--- src/rtl/riscv_mem_pkg.sv ---
// riscv_mem_pkg: funct3 codes, LSU state encoding and access-size helpers
package riscv_mem_pkg;
    localparam logic [2:0] F3_B  = 3'b000;
    localparam logic [2:0] F3_H  = 3'b001;
    localparam logic [2:0] F3_W  = 3'b010;
    localparam logic [2:0] F3_BU = 3'b100;
    localparam logic [2:0] F3_HU = 3'b101;

    typedef enum logic [2:0] {IDLE, ACC0, ACC1, CAP, RESP} state_t;

    function automatic logic f3_illegal(input logic we, input logic [2:0] f3);
        return !(f3 inside {F3_B, F3_H, F3_W, F3_BU, F3_HU}) || (we && f3[2]);
    endfunction

    function automatic logic [3:0] size_mask(input logic [2:0] f3);
        return (f3[1:0] == 2'b00) ? 4'b0001 : (f3[1:0] == 2'b01) ? 4'b0011 : 4'b1111;
    endfunction
endpackage

--- src/rtl/lsu_align.sv ---
// lsu_align: byte-lane alignment of store data/enables and extraction/extension of load data
module lsu_align
    import riscv_mem_pkg::*;
(
    input  logic        i_we,
    input  logic [2:0]  i_funct3,
    input  logic [1:0]  i_off,
    input  logic [31:0] i_wdata,
    input  logic [31:0] i_lo_word,
    input  logic [31:0] i_hi_word,
    output logic [3:0]  o_lo_be,
    output logic [3:0]  o_hi_be,
    output logic [31:0] o_lo_wdata,
    output logic [31:0] o_hi_wdata,
    output logic        o_split,
    output logic        o_illegal,
    output logic [31:0] o_ext_data
);
    logic [7:0]  w_mask;
    logic [63:0] w_wide;
    logic [31:0] w_rd;
    logic        w_sx;

    assign w_mask     = {4'b0000, size_mask(i_funct3)} << i_off;
    assign o_lo_be    = w_mask[3:0];
    assign o_hi_be    = w_mask[7:4];
    assign o_split    = |w_mask[7:4];
    assign o_illegal  = f3_illegal(i_we, i_funct3);
    assign w_wide     = {32'b0, i_wdata} << {i_off, 3'b000};
    assign o_lo_wdata = w_wide[31:0];
    assign o_hi_wdata = w_wide[63:32];
    assign w_rd       = 32'({i_hi_word, i_lo_word} >> {i_off, 3'b000});
    assign w_sx       = ~i_funct3[2];
    assign o_ext_data = (i_funct3[1:0] == 2'b00) ? {{24{w_sx & w_rd[7]}}, w_rd[7:0]} :
                        (i_funct3[1:0] == 2'b01) ? {{16{w_sx & w_rd[15]}}, w_rd[15:0]} : w_rd;
endmodule

--- src/rtl/load_store_unit.sv ---
// load_store_unit: RV32 load/store initiator that splits word-crossing accesses into two memory beats
module load_store_unit
    import riscv_mem_pkg::*;
#(
    parameter int AW = 12
) (
    input  logic          i_clk,
    input  logic          i_rst,
    input  logic          i_req_valid,
    output logic          o_req_ready,
    input  logic          i_req_we,
    input  logic [2:0]    i_req_funct3,
    input  logic [31:0]   i_req_addr,
    input  logic [31:0]   i_req_wdata,
    output logic          o_rsp_valid,
    output logic [31:0]   o_rsp_rdata,
    output logic          o_rsp_err,
    output logic          o_mem_en,
    output logic          o_mem_we,
    output logic [AW-1:0] o_mem_addr,
    output logic [3:0]    o_mem_be,
    output logic [31:0]   o_mem_wdata,
    input  logic [31:0]   i_mem_rdata
);
    state_t          r_state, w_next;
    logic            r_we;
    logic [2:0]      r_funct3;
    logic [AW+1:0]   r_addr;
    logic [31:0]     r_wdata, r_lo_buf;
    logic            w_idle, w_we;
    logic [2:0]      w_f3;
    logic [AW+1:0]   w_addr;
    logic [AW-1:0]   w_k;
    logic [31:0]     w_wdata, w_lo_word, w_hi_word;
    logic [3:0]      w_lo_be, w_hi_be;
    logic [31:0]     w_lo_wdata, w_hi_wdata, w_ext;
    logic            w_split, w_illegal;
    logic            w_mem_en, w_mem_we;
    logic [AW-1:0]   w_mem_addr;
    logic [3:0]      w_mem_be;
    logic [31:0]     w_mem_wdata;
    logic            w_unused;

    assign w_unused    = ^i_req_addr[31:AW+2];
    assign w_idle      = (r_state == IDLE);
    assign o_req_ready = w_idle;
    // In IDLE the decoder looks at the incoming request so ACC0 outputs can be registered on accept
    assign w_we        = w_idle ? i_req_we : r_we;
    assign w_f3        = w_idle ? i_req_funct3 : r_funct3;
    assign w_addr      = w_idle ? i_req_addr[AW+1:0] : r_addr;
    assign w_wdata     = w_idle ? i_req_wdata : r_wdata;
    assign w_k         = w_addr[AW+1:2];
    assign w_lo_word   = w_split ? r_lo_buf : i_mem_rdata;
    assign w_hi_word   = w_split ? i_mem_rdata : 32'b0;

    lsu_align u_align (
        .i_we       (w_we),
        .i_funct3   (w_f3),
        .i_off      (w_addr[1:0]),
        .i_wdata    (w_wdata),
        .i_lo_word  (w_lo_word),
        .i_hi_word  (w_hi_word),
        .o_lo_be    (w_lo_be),
        .o_hi_be    (w_hi_be),
        .o_lo_wdata (w_lo_wdata),
        .o_hi_wdata (w_hi_wdata),
        .o_split    (w_split),
        .o_illegal  (w_illegal),
        .o_ext_data (w_ext)
    );

    always_comb begin
        w_next      = r_state;
        w_mem_en    = 1'b0;
        w_mem_we    = 1'b0;
        w_mem_addr  = '0;
        w_mem_be    = '0;
        w_mem_wdata = '0;
        case (r_state)
            IDLE: if (i_req_valid) begin
                w_next      = w_illegal ? RESP : ACC0;
                w_mem_en    = !w_illegal;
                w_mem_we    = !w_illegal && i_req_we;
                w_mem_addr  = w_illegal ? '0 : w_k;
                w_mem_be    = w_illegal ? 4'b0000 : w_lo_be;
                w_mem_wdata = w_mem_we ? w_lo_wdata : 32'b0;
            end
            ACC0: begin
                w_next      = w_split ? ACC1 : (r_we ? RESP : CAP);
                w_mem_en    = w_split;
                w_mem_we    = w_split && r_we;
                w_mem_addr  = w_split ? w_k + AW'(1) : '0;
                w_mem_be    = w_split ? w_hi_be : 4'b0000;
                w_mem_wdata = w_mem_we ? w_hi_wdata : 32'b0;
            end
            ACC1:    w_next = r_we ? RESP : CAP;
            CAP:     w_next = RESP;
            RESP:    w_next = IDLE;
            default: w_next = IDLE;
        endcase
    end

    always_ff @(posedge i_clk) begin
        if (i_rst) begin
            r_state     <= IDLE;
            r_we        <= 1'b0;
            r_funct3    <= '0;
            r_addr      <= '0;
            r_wdata     <= '0;
            r_lo_buf    <= '0;
            o_rsp_valid <= 1'b0;
            o_rsp_rdata <= '0;
            o_rsp_err   <= 1'b0;
            o_mem_en    <= 1'b0;
            o_mem_we    <= 1'b0;
            o_mem_addr  <= '0;
            o_mem_be    <= '0;
            o_mem_wdata <= '0;
        end else begin
            r_state     <= w_next;
            o_mem_en    <= w_mem_en;
            o_mem_we    <= w_mem_we;
            o_mem_addr  <= w_mem_addr;
            o_mem_be    <= w_mem_be;
            o_mem_wdata <= w_mem_wdata;
            o_rsp_valid <= (w_next == RESP);
            if (w_idle && i_req_valid) begin
                r_we     <= i_req_we;
                r_funct3 <= i_req_funct3;
                r_addr   <= i_req_addr[AW+1:0];
                r_wdata  <= i_req_wdata;
            end
            if (r_state == ACC1)
                r_lo_buf <= i_mem_rdata;
            if (w_next == RESP) begin
                o_rsp_rdata <= (r_state == CAP) ? w_ext : 32'b0;
                o_rsp_err   <= w_idle;
            end
        end
    end
endmodule
--- config.mk ---
export PLATFORM = sky130hd
export DESIGN_NAME = load_store_unit
export DESIGN_NICKNAME = d
export VERILOG_FILES = /design/src/rtl/riscv_mem_pkg.sv /design/src/rtl/lsu_align.sv /design/src/rtl/load_store_unit.sv
export SDC_FILE = /design/constraint.sdc
export NUM_CORES = 1
export LEC_CHECK = 0
export ABC_AREA = 1
export BUFFER_PORTS_ARGS = -buffer_cell sky130_fd_sc_hd__buf_2
export CAP_MARGIN = 25
export CORE_MARGIN = 2
export CORE_UTILIZATION = 55
export CTS_BUF_LIST = sky130_fd_sc_hd__clkbuf_8
export DETAILED_ROUTE_END_ITERATION = 7
export PLACE_DENSITY = 0.85
export SYNTH_ARGS = -nofsm -noshare
export SYNTH_HDL_FRONTEND = slang
export SYNTH_HIERARCHICAL = 1
export SYNTH_SLANG_ARGS = --single-unit
--- constraint.sdc ---
create_clock -name i_clk -period 5.4 [get_ports i_clk]
set_input_delay 0.54 -clock i_clk [delete_from_list [all_inputs] [get_ports i_clk]]
set_output_delay 0.54 -clock i_clk [all_outputs]
set_load 0.01 [all_outputs]
# [Word level (Yosys, flattened, before mapping)]
# Index checks and enable logic that the tools add are counted.
# W data, S select, Z words.
[totals] register_bits=169 latch_bits=0 ram_bits=0 mem_bits_ro=0 inputBits=103 output_inout_bits=85 n_memories=0
[op_classes] addsub=1 mul=0 div=0 magnitude_cmp=0 n_eq_ne=9 shifts=3 mux=32 bitwise_logic=3 n_reduce_logical=12
[op_table] op="$mux W32" n=9
[op_table] op="$pmux W32 S2" n=1
[op_table] op="$shl A32 B5 Y64" n=1
[op_table] op="$shr A64 B5 Y32" n=1
[op_table] op="$mux W12" n=3
[op_table] op="$pmux W12 S2" n=1
[op_table] op="$mux W4" n=5
[op_table] op="$mux W3" n=5
[op_table] op="$mux W14" n=1
[op_table] op="$add A12 B1 Y12 const B" n=1
[op_table] op="$pmux W3 S4" n=1
[op_table] op="$eq A3 B2 Y1 const B" n=3
[op_table] op="$eq A3 B3 Y1 const B" n=3
[op_table] op="$pmux W4 S2" n=1
[op_table] op="$shl A4 B2 Y8" n=1
[op_table] op="$eq A3 B1 Y1 const B" n=2
[op_table] op="$logic_not A3 Y1" n=2
[op_table] op="$reduce_bool A5 Y1" n=1
[op_table] op="$logic_and A1 B1 Y1" n=4
[op_table] op="$pmux W1 S2" n=2
[op_table] op="$reduce_or A4 Y1" n=1
[op_table] op="$mux W1" n=3
[op_table] op="$and A1 B1 Y1" n=2
[op_table] op="$eq A2 B1 Y1 const B" n=1
[op_table] op="other kinds (4)" n=5

# [Longest topological paths before layout]
[logic_depth] ltp_word=13 mapped_depth=25

# [By module]
# Netlist, hierarchy kept.
[by_module_without_submodules] mod="load_store_unit" n_inst=1 cells_each=1025 area_each_um2=7262.0 seq_area_each_um2=3383.2
[by_module_without_submodules] mod="lsu_align" n_inst=1 cells_each=479 area_each_um2=2143.3 seq_area_each_um2=0.0

# [Least setup slack after synthesis]
# OpenSTA, ideal clock, no wires.
[synth_timing] path_kind="register -> register" start="reg r_state[2]" end="reg o_rsp_rdata[21]" setup_time_ps=70 t_arrival_ps=3524 slack_ps=1806 path_stages_with_launch=22 synth_period_minus_slack_ps=3594 path_cell_list="dfxtp_1 nor2_4 nand2_4 inv_4 clkbuf_1 o21ai_0 buf_6 a21oi_1 or2_2 inv_1 clkbuf_1 inv_1 clkbuf_1 clkbuf_1 o21ai_0 nand2_1 nand3_1 nand3_4 buf_6 nand3_1 nand2_1 a21oi_1"
[synth_via] word_cells_on_any_way=36 classes_between="eq/ne (9); shift (2); mux (14); bitwise (3); reduce/logical (8)"
[synth_lines] element="start: declaration" line="load_store_unit.sv:25" source="state_t r_state, w_next;"
[synth_lines] element="start signal: assignment" line="load_store_unit.sv:120" source="r_state <= w_next;"
[synth_lines] element="$logic_not A3 Y1 *" line="load_store_unit.sv:45" source="assign w_idle = (r_state == IDLE);"
[synth_lines] element="$mux W14 *" line="load_store_unit.sv:50" source="assign w_addr = w_idle ? i_req_addr[AW+1:0] : r_addr;"
[synth_lines] element="via w_addr[1]" line="load_store_unit.sv:32" source="logic [AW+1:0] w_addr;"
[synth_lines] element="$shl A4 B2 Y8 *" line="lsu_align.sv:24" source="assign w_mask = {4'b0000, size_mask(i_funct3)} << i_off;"
[synth_lines] element="$reduce_or A4 Y1 *" line="lsu_align.sv:27" source="assign o_split = |w_mask[7:4];"
[synth_lines] element="via w_split" line="load_store_unit.sv:37" source="logic w_split, w_illegal;"
[synth_lines] element="$mux W32 *" line="load_store_unit.sv:53" source="assign w_lo_word = w_split ? r_lo_buf : i_mem_rdata;"
[synth_lines] element="via w_lo_word[31]" line="load_store_unit.sv:34" source="logic [31:0] w_wdata, w_lo_word, w_hi_word;"
[synth_lines] element="$shr A64 B5 Y32 *" line="lsu_align.sv:32" source="assign w_rd = 32'({i_hi_word, i_lo_word} >> {i_off, 3'b000});"
[synth_lines] element="$and A1 B1 Y1" line="lsu_align.sv:35" source="(i_funct3[1:0] == 2'b01) ? {{16{w_sx & w_rd[15]}}, w_rd[15:0]} : w_rd;"
[synth_lines] element="$mux W32" line="lsu_align.sv:35"
[synth_lines] element="$mux W32 *" line="lsu_align.sv:34" source="assign o_ext_data = (i_funct3[1:0] == 2'b00) ? {{24{w_sx & w_rd[7]}}, w_rd[7:0]} :"
[synth_lines] element="via w_ext[21]" line="load_store_unit.sv:36" source="logic [31:0] w_lo_wdata, w_hi_wdata, w_ext;"
[synth_lines] element="$mux W32 *" line="load_store_unit.sv:136" source="o_rsp_rdata <= (r_state == CAP) ? w_ext : 32'b0;"
[synth_lines] element="end signal: assignment" line="load_store_unit.sv:136"
[synth_lines] element="end: declaration" line="load_store_unit.sv:16" source="output logic [31:0] o_rsp_rdata,"
# Mark *: on every way through the listed nets, which the timed path passes. The rest lies on a longest branch.
# A chain may end at the register's enable or synchronous reset.

# [Worst setup path in the final report]
[layout_timing] start="reg r_state[2]" end="reg o_rsp_rdata[3]"
[layout_via] word_cells_on_any_way=33 classes_between="eq/ne (9); shift (2); mux (14); reduce/logical (8)"
[layout_lines] element="$logic_not A3 Y1 *" line="load_store_unit.sv:45"
[layout_lines] element="$mux W14 *" line="load_store_unit.sv:50"
[layout_lines] element="via w_addr[0]" line="load_store_unit.sv:32"
[layout_lines] element="$shl A4 B2 Y8 *" line="lsu_align.sv:24"
[layout_lines] element="$reduce_or A4 Y1 *" line="lsu_align.sv:27"
[layout_lines] element="via w_split" line="load_store_unit.sv:37"
[layout_lines] element="$mux W32 *" line="load_store_unit.sv:53"
[layout_lines] element="via w_lo_word[27]" line="load_store_unit.sv:34"
[layout_lines] element="$shr A64 B5 Y32 *" line="lsu_align.sv:32"
[layout_lines] element="$mux W32" line="lsu_align.sv:35"
[layout_lines] element="$mux W32 *" line="lsu_align.sv:34"
[layout_lines] element="via w_ext[3]" line="load_store_unit.sv:36"
[layout_lines] element="$mux W32 *" line="load_store_unit.sv:136"
# Marks and branches as above.

==> metrics.md <==
| Metric | Value |
|---|---|
| Period utilisation layout | `roughly 80%` |
| Drt via density | `between 5 and 6` |
| CP Data Required Time | `between 5000 and 6000 ps` |
| Worst setup endpoint | `o_rsp_rdata[3]` |
| Bufs on Longest Clock Path | `2` |
| Peak VDD IR | `0.000270 V` |
| Per-cell routed wire length | `approximately 14 µm` |
| Ports | `about 190` |
| GRT Total Usage | `between 20% and 30%` |
| Max Fclk | `roughly 230 MHz` |
| Worst-Margin Slew | `972 ps` |
| Post-Synthesis Cells | `1,488` |
| Post-Place Setup Slack | `between 1000 and 1500 ps` |
| CP startpoint kind | `flop` |
| Non-Filler Instances | `1,820` |
| Share of layout cells above drive strength 1 | `15.6%` |
| Outcome | `finished, final reports clean` |
| DRT Pass-1 Iters | `6` |
| Setup Fix Bufs, Post-CTS | `0` |
| Reg2Reg Depth | `19` |
| DRT iter0 DRCs | `between 1,000 and 1,500` |
| Post-CTS Resized | `0` |
| FF-to-FF End | `o_rsp_rdata[3]` |
| Clk sinks | `169` |
| # setup viols final | `0` |
| Yosys Warn Count | `6` |
| Slew HR | `35.2%` |
| Setup ws final | `between 1000 and 1500 ps` |
| Largest net degree at the start of global routing | `between 90 and 100` |
| Critical path launch point | `r_state[2]` |
| GP Congestion | `0.915` |
| Post-Syn Area per Cell | `6.28 µm²` |
| Worst Path Arrival | `about 4700 ps` |
| Min cycle time layout | `around 4300 ps` |
| GRT overflow | `0` |
| Cells after DPL | `1,788` |
| Max-slew violation count | `0` |
| Clock transition at path regs | `80 ps` |
| CP max FO | `56` |
| RSZ-0062 raised after global routing | `no` |
| Leak | `about 5.0 nW` |
| Vias in the first global route | `8,399` |
| DR vias | `9,747` |
| Core area | `0.0166 mm²` |
| Rows | `47` |
| Final WL | `roughly 26,000 µm` |
| Worst hold path type | `input pin to flop` |
| Net count, final | `1,691` |
| TritonCTS Buffers | `17` |
| Max cap viols | `0` |
| Reg-to-reg slack, setup | `1100 ps` |
| Hold Vio Cnt, Final | `0` |
| Port buffer count | `approximately 170` |
| HPWL after DPL | `between 15,000 and 20,000 µm` |
| Kind of critical path | `flop to flop` |
| Clock latency on the worst-skew pair | `around 470 ps` |
| DIE AREA | `0.0180 mm²` |
| Synthesized cell area | `0.00935 mm²` |
| Die Y | `134 µm` |
| CP Capture Type | `flop` |
| First-pass GRT wire length | `just over 40,000 µm` |
| Syn-to-layout area delta | `12.3%` |
| Pwr Density | `573 mW/mm²` |
| Initial Util | `a little under three fifths` |
| Post-CTS Hold Buffers | `0` |
| Clk root buf | `clkbuf_8` |
| H-tree levels | `4` |
| CTS tree | `yes` |
| DRT antenna net count | `0` |
| Drc violations | `0` |
| Max Clock Skew | `approximately 11 ps` |
| Fin Setup TNS | `0 ps` |
| Initial antenna violation count | `3` |
| Min-delay src | `i_req_addr[3]` |
| Reg-to-Reg Start | `r_state[2]` |
| Die Width | `134 µm` |
-- layout by cell type (no fill, tap or decap), drive strengths merged, types with 19 or more instances in the layout --
master	instances
buf	184
nor2	99
nand3	75
a21oi	149
inv	191
o21ai	201
clkbuf	19
nand2	429
a22oi	37
dfxtp	169
-- critical path, stage by stage, from the launching register on --
cell     delay [ps]
dfxtp_1         360
nor2_4          330
nand2_4         200
inv_4           240
buf_4           470
o21ai_4         110
a21oi_1         160
or2_2           140
inv_1            30
buf_4           220
inv_1           410
buf_4           480
nand2_1          90
o21ai_0         180
nand2_1          90
nand2_1         110
nor2_1           40
a21oi_1         260
nand2_1         120
a21oi_1         150
-- worst min-delay path by stage --
stage	to	slack, ps	cells past startpoint
6_report	r_addr[3]	350	3
5_1_grt	r_addr[2]	340	3
4_1_cts	o_mem_addr[4]	340	3
3_5_place_dp	r_lo_buf[10]	440	2
3_3_place_gp	r_wdata[8]	430	2
2_1_floorplan	r_addr[0]	420	2
-- report_power, final --
group,internal (W),switching [W]
Combinational,0.000979,0.00247
Sequential,0.00152,0.0000828
Clock,0.000516,0.000442
Total,0.00302,0.00299
-- routing by layer --
layer / vias up / track usage, % / routed length (µm)
met3: 47 / 7.37 / 2350
met4: 2 / 8.71 / 503
met1: 4376 / 38.9 / 11400
met2: 415 / 43.1 / 11400
li1: 4907 / - / -
met5: - / 0 / 15
-- sequential cells by signal, indices dropped and copies added (netlist names), 3 cells and up --
| register | cells |
|---|---|
| o_mem_addr | 12 |
| o_mem_be | 4 |
| o_mem_wdata | 32 |
| o_rsp_rdata | 32 |
| r_addr | 14 |
| r_funct3 | 3 |
| r_lo_buf | 32 |
| r_state | 3 |
| r_wdata | 32 |
-- area by class of cell --
type                            instances  area (µm²)
Clock buffer                           19         262
Fill cell                            1604        6090
Sequential cell                       169        3380
Multi-Input combinational cell       1026        4730
Antenna cell                            2        5.00
Tap cell                              220         275
Timing Repair Buffer                  184         971
Clock inverter                         11         155
Inverter                              189         712
-- per-stage QoR --
step / hold slack, ps / power (W) / area [µm²] / util, %
floorplan: 425 / 0.00428 / 9380 / -
CTS: 339 / 0.00595 / 10500 / 63.2
global placement: 434 / 0.00491 / 10000 / 60.6
finish: 350 / 0.00601 / 10500 / 63.3
global route: 336 / 0.00652 / 10500 / 63.2
detailed placement: 437 / 0.00498 / 10100 / 60.7
Power figures use the tool's default switching activity.
